$ cat src/rtl/clc_key_if.sv
// Operand/result bundle between the key-exchange controller and clc_key.
// The master drives the request and operands; the slave returns key and status.
interface clc_key_if #(
    parameter int W = 32
);
    logic         st;
    logic [W-1:0] r;
    logic [W-1:0] x;
    logic [W-1:0] p;
    logic [W-1:0] key;
    logic         busy;
    logic         done;
    logic         err;

    modport master (output st, r, x, p, input key, busy, done, err);
    modport slave  (input st, r, x, p, output key, busy, done, err);
endinterface

$ cat src/rtl/clc_key.sv
// Shared-secret engine: key = r^x mod p using constant-time left-to-right
// square-and-multiply over a bit-serial interleaved modular multiplier.
module clc_key #(
    parameter int W = 32
) (
    input  logic     clk,
    input  logic     rst,
    clc_key_if.slave bus
);
    localparam int CW = $clog2(W);

    typedef enum logic [2:0] {
        S_IDLE,
        S_REDUCE,
        S_SQR,
        S_MUL,
        S_DONE
    } state_t;

    state_t        r_state;
    state_t        w_next;
    logic [W-1:0]  r_r;
    logic [W-1:0]  r_x;
    logic [W-1:0]  r_p;
    logic [W-1:0]  r_base;
    logic [W-1:0]  r_res;
    logic [W-1:0]  r_acc;
    logic [W-1:0]  r_key;
    logic          r_err;
    logic [CW-1:0] r_cnt;
    logic [CW-1:0] r_idx;

    logic [W-1:0]  w_a;
    logic [W-1:0]  w_b;
    logic [W:0]    w_dbl;
    logic [W:0]    w_t;
    logic [W:0]    w_sum;
    logic [W:0]    w_red;
    logic [W-1:0]  w_mm;
    logic          w_last;
    logic          w_busy;
    logic          w_done;

    assign w_last = (r_cnt == '0);

    // One multiplier step; both sums stay below 2p, so W+1 bits hold them.
    always_comb begin
        w_a = r_res;
        w_b = r_res;
        case (r_state)
            S_REDUCE: begin
                w_a = r_r;
                w_b = W'(1);
            end
            S_MUL:   w_b = r_base;
            default: ;
        endcase
        w_dbl = {r_acc, 1'b0};
        w_t   = (w_dbl >= {1'b0, r_p}) ? (w_dbl - {1'b0, r_p}) : w_dbl;
        w_sum = w_t + (w_a[r_cnt] ? {1'b0, w_b} : '0);
        w_red = (w_sum >= {1'b0, r_p}) ? (w_sum - {1'b0, r_p}) : w_sum;
        w_mm  = w_red[W-1:0];
    end

    always_ff @(posedge clk or negedge rst) begin
        if (!rst) r_state <= S_IDLE;
        else      r_state <= w_next;
    end

    always_comb begin
        w_next = r_state;
        w_busy = 1'b0;
        w_done = 1'b0;
        case (r_state)
            S_IDLE:   if (bus.st) w_next = (bus.p == '0) ? S_DONE : S_REDUCE;
            S_REDUCE: begin
                w_busy = 1'b1;
                if (w_last) w_next = S_SQR;
            end
            S_SQR: begin
                w_busy = 1'b1;
                if (w_last) w_next = S_MUL;
            end
            S_MUL: begin
                w_busy = 1'b1;
                if (w_last) w_next = (r_idx == '0) ? S_DONE : S_SQR;
            end
            S_DONE: begin
                w_done = 1'b1;
                w_next = S_IDLE;
            end
            default: w_next = S_IDLE;
        endcase
    end

    always_ff @(posedge clk or negedge rst) begin
        if (!rst) begin
            r_r    <= '0;
            r_x    <= '0;
            r_p    <= '0;
            r_base <= '0;
            r_res  <= '0;
            r_acc  <= '0;
            r_key  <= '0;
            r_err  <= 1'b0;
            r_cnt  <= '0;
            r_idx  <= '0;
        end else begin
            case (r_state)
                S_IDLE: if (bus.st) begin
                    r_r   <= bus.r;
                    r_x   <= bus.x;
                    r_p   <= bus.p;
                    r_acc <= '0;
                    r_cnt <= CW'(W - 1);
                    r_idx <= CW'(W - 1);
                    r_res <= (bus.p == W'(1)) ? '0 : W'(1);
                    r_key <= '0;
                    r_err <= (bus.p == '0);
                end
                S_REDUCE, S_SQR, S_MUL: begin
                    r_acc <= w_last ? '0 : w_mm;
                    r_cnt <= w_last ? CW'(W - 1) : (r_cnt - CW'(1));
                    if (w_last) begin
                        case (r_state)
                            S_REDUCE: r_base <= w_mm;
                            S_SQR:    r_res  <= w_mm;
                            default: begin
                                // Multiply always runs; x[i] only selects whether it is kept.
                                if (r_x[r_idx]) r_res <= w_mm;
                                if (r_idx == '0) r_key <= r_x[r_idx] ? w_mm : r_res;
                                else             r_idx <= r_idx - CW'(1);
                            end
                        endcase
                    end
                end
                default: ;
            endcase
        end
    end

    assign bus.key  = r_key;
    assign bus.err  = r_err;
    assign bus.busy = w_busy;
    assign bus.done = w_done;
endmodule

$ cat src/flat_wrapper.sv
// flat-port wrapper written by rule: the top's interface ports become plain ports
module clc_key_flat 
#(
    parameter int W = 32
)
  (clk, rst, bus_st, bus_r, bus_x, bus_p, bus_key, bus_busy, bus_done, bus_err);
  clc_key_if #(.W(W)) bus_i ();
  input  logic clk;
  input  logic rst;
  input wire logic [$bits(bus_i.st)-1:0] bus_st;
  input wire logic [$bits(bus_i.r)-1:0] bus_r;
  input wire logic [$bits(bus_i.x)-1:0] bus_x;
  input wire logic [$bits(bus_i.p)-1:0] bus_p;
  output wire logic [$bits(bus_i.key)-1:0] bus_key;
  output wire logic [$bits(bus_i.busy)-1:0] bus_busy;
  output wire logic [$bits(bus_i.done)-1:0] bus_done;
  output wire logic [$bits(bus_i.err)-1:0] bus_err;
  assign bus_i.st = bus_st;
  assign bus_i.r = bus_r;
  assign bus_i.x = bus_x;
  assign bus_i.p = bus_p;
  assign bus_key = bus_i.key;
  assign bus_busy = bus_i.busy;
  assign bus_done = bus_i.done;
  assign bus_err = bus_i.err;
  clc_key #(.W(W)) u_core (.clk(clk), .rst(rst), .bus(bus_i));
endmodule
$ cat config.mk
export PLATFORM = sky130hd
export DESIGN_NAME = clc_key_flat
export DESIGN_NICKNAME = d
export VERILOG_FILES = /design/src/rtl/clc_key_if.sv /design/src/rtl/clc_key.sv /design/src/flat_wrapper.sv
export SDC_FILE = /design/constraint.sdc
export NUM_CORES = 1
export LEC_CHECK = 0
export ABC_CLOCK_PERIOD_IN_PS = 10700
export BUFFER_PORTS_ARGS = -buffer_cell sky130_fd_sc_hd__buf_2
export CELL_PAD_IN_SITES_DETAIL_PLACEMENT = 1
export CELL_PAD_IN_SITES_GLOBAL_PLACEMENT = 1
export CORE_ASPECT_RATIO = 0.8
export CORE_MARGIN = 5
export CORE_UTILIZATION = 29
export CTS_CLUSTER_SIZE = 24
export DETAILED_ROUTE_END_ITERATION = 10
export GPL_TIMING_DRIVEN = 0
export PLACE_DENSITY = 0.54
export SETUP_SLACK_MARGIN = 0.15
export SLEW_MARGIN = 40
export SYNTH_ARGS = -nofsm -noshare
export SYNTH_HDL_FRONTEND = slang
export SYNTH_SLANG_ARGS = --single-unit
$ cat constraint.sdc
create_clock -name clk -period 10.7 [get_ports clk]
set_clock_uncertainty 0.1 [all_clocks]
set_input_delay 0 -clock clk [delete_from_list [all_inputs] [get_ports clk]]
set_output_delay 0 -clock clk [all_outputs]
set_load 0.02 [all_outputs]
==> impl_metrics.tcl, run 1 <==
set metrics [dict create \
    outcome "complete, no violations" \
    hold_class "in -> reg" \
    rsz0062_at_grt "no" \
    dieArea_mm2 0.0605 \
    nets 2343 \
    clock_sinks 238 \
    grt_max_degree 66 \
    portBuffers 133 \
    r2r_start "u_core.r_state[0]" \
    core_area_mm2 0.0552 \
    r2r-end "u_core.r_base[29]" \
    synth.distinct_cells 78 \
    htreeDepth 1 \
    first_pass_iters 5 \
    ant_nets 0 \
    holdPathEnd "u_core.r_x[17]" \
    insertion_delay_ps 590 \
    synth_edf_count 0 \
    ff2ff_path_depth 33 \
    yosysSeqAreaShare 0.369 \
    netlist_area_mm2 0.0161 \
    r2r_slack_ps 620 \
    crit_fanout 10 \
    maxSlewViolCount 0 \
    dpl.hpwl_um 53400 \
    holdCritStartpoint "bus_x[17]" \
    cts_buffers 30 \
    final_common_cell "nand2_1" \
    antenna_found_initial 0 \
    clk_path_buf_depth 3 \
    end_kind "flip-flop" \
    synth_top_area_share 0.369 \
    critPathSlowestCell "mux4_2" \
    syn_inst 1866 \
    vias 15400 \
    io_pins 134 \
    max_freq_ghz 0.0992 \
    viasPerCell 5.29 \
    postSynth.asyncResetShare 1.00 \
    min_path_cells 4 \
    grt_pass1_vias 15800 \
    syn-num-nets 2066 \
    synth-seq-cells 238 \
    maxCapViolCount 0 \
    worst_ep_arrival_time_ps 10420 \
    critPathBufInv 8 \
    start_util 0.292 \
    fin_crit_ps 10080 \
    ys_dominant_reg_cell "dfrtp_1" \
    final_cell_mix "nand2_1, dfrtp_1, buf_2" \
    drc 0 \
    overflow 0 \
    drive_above_1_share 0.139 \
    drt_wl_total_um 67700 \
    hold_violations 0 \
    clk_pin_slew_worst_paths_ps 60 \
    setup_viol 0 \
    die_y_um 221 \
    crit_path_frequent_cell "mux4_2" \
    tightest_slew_ps 873 \
    setup_tns_ps 0 \
    finalCritPeriodShare 0.942 \
    crit_family "simple AND/OR/NAND/NOR gates" \
    relSlewSlack 0.418 \
    yosys_warnings 0 \
    yosys-top-cells-area "dfrtp_1, nand2_1, ha_1" \
    timing.final.ws_setup_ps 623 \
    rows 77 \
    die_x_um 274 \
    slowest_delay_ps 610 \
    wl_per_cell_um 23.2 \
    place_congestion 0.923 \
    cts_tree "built" \
    grt_pass1_wl_um 102000 \
    syn_avg_cell_area_um2 8.65 \
    area_growth_pct 24.2 \
    start_kind "flip-flop" \
    crit_type "reg -> reg" \
    clock-root-buffer "clkbuf_16" \
    required_ps 11040 \
    post-place-ws_ps 241 \
    dr.first_iter.drc_count 1023 \
    synth_top_area_cell "dfrtp_1" \
    grt_usage 0.218 \
]
metrics by stage:
stage / cells / hold WS (ps) / util / cell area (um2)
CTS: 2909 / 13.5 / 0.362 / 20000
global route: 2916 / 34.9 / 0.363 / 20100
floorplan: 1866 / -396 / - / 16100
global placement: 2749 / 93.1 / 0.322 / 17700
detailed placement: 2754 / -153 / 0.324 / 17900
finish: 2917 / 36.9 / 0.363 / 20100
worst max path at each step:
| stage | from | end | depth (start not counted) |
|---|---|---|---|
| 6_report | u_core.r_state[0] | u_core.r_base[29] | 33 |
| 2_1_floorplan | u_core.r_state[2] | u_core.bus.key[12] | 30 |
| 4_1_cts | u_core.r_state[0] | u_core.r_base[24] | 32 |
| 3_3_place_gp | u_core.r_state[0] | u_core.r_acc[24] | 32 |
| 5_1_grt | u_core.r_state[0] | u_core.r_base[29] | 33 |
| 3_5_place_dp | u_core.r_state[0] | u_core.r_base[24] | 32 |
worst register-to-register path: cells and delay by family, from the launching register on:
family | cells | cell delay [ps]
AOI/OAI and AO/OA | 7 | 1700
xor gates and xnor gates | 1 | 200
adders and majority gates | 2 | 610
buffers and inverters | 8 | 1970
DFF | 1 | 320
muxes | 4 | 2350
and+or+nand+nor | 11 | 2700
cell families after synthesis:
kind of cell	after synthesis	share of synthesized area
AO/OA/AOI/OAI	543	0.217
multiplexers	65	0.0671
flip-flops	238	0.369
XOR/XNOR	89	0.0487
AND/OR/NAND/NOR	660	0.176
buffers and inverters	170	0.0421
adder cells (fa/ha/maj)	101	0.0797
metal layers:
layer / global-route usage / up-vias / wire, um
li1: - / 7233 / -
met1: 0.332 / 7825 / 33900
met2: 0.327 / 312 / 28900
met3: 0.0387 / 67 / 3520
met4: 0.0420 / 0 / 1440
met5: 0 / - / 0
synth_stat cells (6+ instances only):
master and number:
nand3_1 63, mux2_2 15, a21o_1 31, o31ai_1 8, mux2i_1 13, nor2_1 60, a21oi_2 8, o21ai_1 76
and3_1 16, o211ai_1 6, nand2b_1 16, a22o_1 17, ha_1 98, a21boi_1 28, nor2b_1 6, mux4_2 31
a31oi_1 14, dfrtp_1 238, nand4_1 18, xor2_1 28, a221o_1 9, xnor2_1 60, a21oi_1 92, nor4_1 12
nor3_1 21, nand2_1 421, clkbuf_1 85, a32oi_1 19, o21ai_0 126, a22oi_1 6, o21a_1 16, or2_2 6
a211oi_1 15, o21bai_1 17, buf_2 9, a221oi_1 6, inv_1 70
final cells by class:
cell class | count | area, um2
Tap cell | 750 | 938
Buffer | 100 | 422
Sequential cell | 238 | 5960
Inverter | 70 | 263
Clock buffer | 45 | 888
Antenna cell | 1 | 2.50
Fill cell | 6517 | 35100
Clock inverter | 10 | 180
Timing Repair Buffer | 245 | 1840
Multi-Input combinational cell | 1458 | 9570
flip-flops by register name (all words and copies together) (netlist names):
signal          cells
u_core.r_r         32
u_core.r_idx        5
u_core.r_p         32
u_core.r_cnt        5
u_core.r_acc       32
u_core.r_base      32
u_core.bus.key     32
u_core.r_x         32
u_core.r_state      3
u_core.r_res       32
u_core.bus.err      1
timing repair:
action,4_1_cts,5_1_grt
hold endpoints to repair,273,0
resized for setup,0,7
setup buffers,0,7
setup endpoints to repair,0,81
hold buffers,100,0
Power of run 1 is left out: the tool's default activity adds up to more than one toggle a clock period on the data nets, which glitch-free logic cannot reach.
==> run 2: changes to the inputs <==
--- a/config.mk
+++ b/config.mk
@@ -16,6 +16,7 @@
 export DETAILED_ROUTE_END_ITERATION = 10
 export GPL_TIMING_DRIVEN = 0
 export PLACE_DENSITY = 0.54
+export RECOVER_POWER = 50
 export SETUP_SLACK_MARGIN = 0.15
 export SLEW_MARGIN = 40
 export SYNTH_ARGS = -nofsm -noshare
==> impl_metrics.tcl, run 2 (synthesis results as in run 1) <==
set metrics [dict create \
    outcome "finished, violations left" \
    htreeDepth 1 \
    grt_pass1_wl_um 102000 \
    holdPathEnd "u_core.r_x[17]" \
    failed_checks "capacitance limit, slew limit" \
    r2r-end "u_core.r_acc[19]" \
    area_growth_pct 23.3 \
    core_area_mm2 0.0552 \
    max_freq_ghz 0.100 \
    drc 0 \
    dpl.hpwl_um 53400 \
    grt_usage 0.218 \
    die_y_um 221 \
    final_common_cell "nand2_1" \
    die_x_um 274 \
    rows 77 \
    start_kind "flip-flop" \
    dieArea_mm2 0.0605 \
    drive_above_1_share 0.121 \
    viasPerCell 5.29 \
    clock_sinks 238 \
    wl_per_cell_um 23.2 \
    final_cell_mix "nand2_1, dfrtp_1, clkbuf_1" \
    antenna_found_initial 0 \
    vias 15400 \
    setup_viol 0 \
    required_ps 11040 \
    insertion_delay_ps 590 \
    clock-root-buffer "clkbuf_16" \
    end_kind "flip-flop" \
    cts_buffers 30 \
    ff2ff_path_depth 33 \
    setup_tns_ps 0 \
    finalCritPeriodShare 0.932 \
    dr.first_iter.drc_count 1090 \
    min_path_cells 4 \
    place_congestion 0.923 \
    grt_pass1_vias 15800 \
    tightest_slew_ps 3920 \
    cts_tree "built" \
    start_util 0.292 \
    ant_nets 0 \
    fin_crit_ps 9970 \
    maxSlewViolCount 243 \
    rsz0062_at_grt "no" \
    first_pass_iters 5 \
    maxCapViolCount 4 \
    worst_ep_arrival_time_ps 10320 \
    overflow 0 \
    hold_class "in -> reg" \
    crit_fanout 11 \
    hold_violations 0 \
    r2r_start "u_core.r_state[0]" \
    nets 2343 \
    r2r_slack_ps 730 \
    crit_type "reg -> reg" \
    grt_max_degree 66 \
    relSlewSlack -1.62 \
    drt_wl_total_um 67800 \
    slowest_delay_ps 610 \
    crit_path_frequent_cell "mux4_2" \
    critPathSlowestCell "mux4_2" \
    io_pins 134 \
    clk_path_buf_depth 3 \
    holdCritStartpoint "bus_x[17]" \
    portBuffers 133 \
    clk_pin_slew_worst_paths_ps 60 \
]
==> run 2: cell count changes in the layout (fill, tap and decap cells not counted), sizes merged <==
| cell | change |
|---|---|
| buf | -38 |
| clkbuf | +38 |
==> run 2: cell type report <==
cell class / instances / area, um2
multi-input cells: 1458 / 9570
diodes: 1 / 2.50
clock inverters: 10 / 180
flip-flops and latches: 238 / 5960
plain buffers: 100 / 422
well taps: 750 / 938
clock buffers: 45 / 888
fillers: 6543 / 35300
inverters: 70 / 263
repair buffers: 245 / 1690
==> run 2: worst max path at each step <==
stage,end,cells after the start,from
finish,u_core.r_acc[19],33,u_core.r_state[0]
global route,u_core.r_base[29],33,u_core.r_state[0]
CTS,u_core.r_base[24],32,u_core.r_state[0]
detailed placement,u_core.r_base[24],32,u_core.r_state[0]
global placement,u_core.r_acc[24],32,u_core.r_state[0]
floorplan,u_core.bus.key[12],30,u_core.r_state[2]
==> run 2: per-stage QoR <==
stage | util | hold slack (ps) | setup slack (ps) | std cells | area, um2
finish | 0.361 | 38.3 | 728 | 2917 | 19900
global route | 0.361 | 34.9 | 221 | 2916 | 19900
CTS | 0.362 | 13.5 | 209 | 2909 | 20000
detailed placement | 0.324 | -153 | 241 | 2754 | 17900
global placement | 0.322 | 93.1 | 19.6 | 2749 | 17700
floorplan | - | -396 | 3060 | 1866 | 16100
==> run 2: per-layer routing <==
metal	track usage	share of wire	vias up
met2	0.327	0.43	320
met5	0	0	-
met4	0.0420	0.021	0
li1	-	-	7227
met1	0.332	0.50	7820
met3	0.0387	0.052	69
==> run 2: repair_timing <==
action                                  in CTS  in global routing
resized for setup                            0                  7
hold endpoints to repair                   273                  0
endpoints found under the setup margin       0                 81
setup buffers                                0                  7
hold buffers                               100                  0
==> run 2: critical path, delay by kind of cell (launching register included) <==
family | cells | cell delay, ps
AND/OR/NAND/NOR | 11 | 2630
XOR/XNOR | 1 | 200
multiplexers | 4 | 2270
AO/OA/AOI/OAI | 7 | 1680
buffers and inverters | 8 | 1970
adder cells (fa/ha/maj) | 2 | 610
flip-flops | 1 | 320
Power of run 2 is left out for the same reason.
==> run 3: changes to the inputs <==
--- a/config.mk
+++ b/config.mk
@@ -15,7 +15,7 @@
 export CTS_CLUSTER_SIZE = 24
 export DETAILED_ROUTE_END_ITERATION = 10
 export GPL_TIMING_DRIVEN = 0
-export PLACE_DENSITY = 0.54
+export PLACE_DENSITY_LB_ADDON = 0.1
 export RECOVER_POWER = 50
 export SETUP_SLACK_MARGIN = 0.15
 export SLEW_MARGIN = 40
==> impl_metrics.tcl, run 3 (synthesis results as in run 1) <==
set metrics [dict create \
    slowest_delay_ps 610 \
    area_growth_pct 22.9 \
    viasPerCell 5.28 \
    holdCritStartpoint "bus_x[31]" \
    finalNonFillerCells 2907 \
    tightest_slew_ps 4020 \
    fill_cells 6525 \
    fin_hold_ws_ps 55.4 \
    vias 15400 \
    ant_nets 0 \
    maxCapViolCount 4 \
    htreeDepth 1 \
    setup_viol 0 \
    place_congestion 0.892 \
    die_y_um 221 \
    rsz0062_at_grt "no" \
    failed_checks "capacitance limit, slew limit" \
    drt_wl_total_um 67100 \
    outcome "finished, violations left" \
    grt_pass1_wl_um 102000 \
    ff2ff_path_depth 33 \
    hold_class "in -> reg" \
    required_ps 11010 \
    crit_type "reg -> reg" \
    worstSetupStartpoint "u_core.r_state[0]" \
    grt_pass1_vias 16000 \
    cts_buffers 29 \
    core_area_mm2 0.0552 \
    clock-root-buffer "clkbuf_16" \
    min_path_cells 4 \
    hold_violations 0 \
    rows 77 \
    antennaDiodeCount 0 \
    regArea_mm2 0.00596 \
    final_common_cell "nand2_1" \
    dpl.hpwl_um 53500 \
    maxSlewViolCount 242 \
    critPathSlowestCell "mux4_2" \
    first_pass_iters 5 \
    r2r-end "u_core.r_res[24]" \
    fin_crit_ps 10030 \
    antenna_found_initial 1 \
    die_x_um 274 \
    cts_tree "built" \
    wl_per_cell_um 23.1 \
    max_freq_ghz 0.0997 \
    worst_ep_arrival_time_ps 10340 \
    r2r_slack_ps 670 \
    portBuffers 133 \
    final_cell_mix "nand2_1, dfrtp_1, buf_2, o21ai_0, clkbuf_1" \
    insertion_delay_ps 570 \
    start_util 0.292 \
    nets 2335 \
    start_kind "flip-flop" \
    multi_input_area_mm2 0.00958 \
    overflow 0 \
    drive_above_1_share 0.127 \
    grt_max_degree 67 \
    final_util 0.359 \
    dr.first_iter.drc_count 1047 \
    crit_fanout 10 \
    clk_path_buf_depth 3 \
    io_pins 134 \
    dieArea_mm2 0.0605 \
    post-cts-setup-buffers 0 \
    relSlewSlack -1.68 \
    clk_pin_slew_worst_paths_ps 70 \
    holdPathEnd "u_core.r_x[31]" \
    grt_usage 0.218 \
    end_kind "flip-flop" \
    crit_path_frequent_cell "mux4_2" \
    r2r_start "u_core.r_state[0]" \
    dpl.cell_count 2754 \
    clock_sinks 238 \
    finalCritPeriodShare 0.937 \
    drc 0 \
]
-- run 3: changes by cell type in the layout (fill, tap and decap cells not counted), moves of 2 or more --
cell | previous run | this run
buf_2 | 109 | 126
buf_4 | 10 | 2
clkbuf_1 | 127 | 107
clkbuf_16 | 31 | 29
clkbuf_8 | 6 | 9
clkinv_2 | 3 | 6
-- run 3: per-stage QoR --
step	area, um2	worst slack, ps	setup TNS (ps)
floorplan	16100	3060	0
finish	19800	673	0
global placement	17700	-32.1	-56.9
CTS	19900	204	0
global route	19800	180	0
detailed placement	17900	221	0
-- run 3: routing by layer --
layer  track usage  wire length (um)  up-vias
li1              -                 -     7210
met2         0.330             28700      320
met1         0.332             33700     7766
met5             0                 0        -
met4        0.0389              1370        0
met3        0.0365              3360       60
-- run 3: how the worst max path moves through the flow --
stage                         endpoint  slack [ps]  cells past startpoint
floorplan           u_core.bus.key[12]        3060                     30
global placement      u_core.r_acc[24]         -30                     33
detailed placement   u_core.r_base[24]         220                     30
CTS                   u_core.r_res[24]         200                     33
global route         u_core.r_base[26]         180                     32
finish                u_core.r_res[24]         670                     33
-- run 3: worst max-delay path: cells and delay by family, from the launching register on --
kind / cells / cell delay (ps)
AOI/OAI and AO/OA: 7 / 1550
xor gates and xnor gates: 1 / 200
adders and majority gates: 2 / 610
buffers and inverters: 8 / 2050
DFF: 1 / 320
muxes: 4 / 2300
and+or+nand+nor: 11 / 2710
-- run 3: timing repair --
action | in CTS | in global routing
endpoints found under the hold margin | 337 | 0
endpoints found under the setup margin | 0 | 68
hold buffers | 100 | 0
resized for setup | 0 | 8
-- run 3: area by class of cell --
class / count / share of cell area
multi-input combinational: 1458 / 0.483
sequential: 238 / 0.300
timing repair buffer: 238 / 0.0836
tap: 750 / 0.0473
clock buffer: 42 / 0.0436
buffer: 100 / 0.0213
inverter: 70 / 0.0132
clock inverter: 11 / 0.00795
Power of run 3 is left out for the same reason.
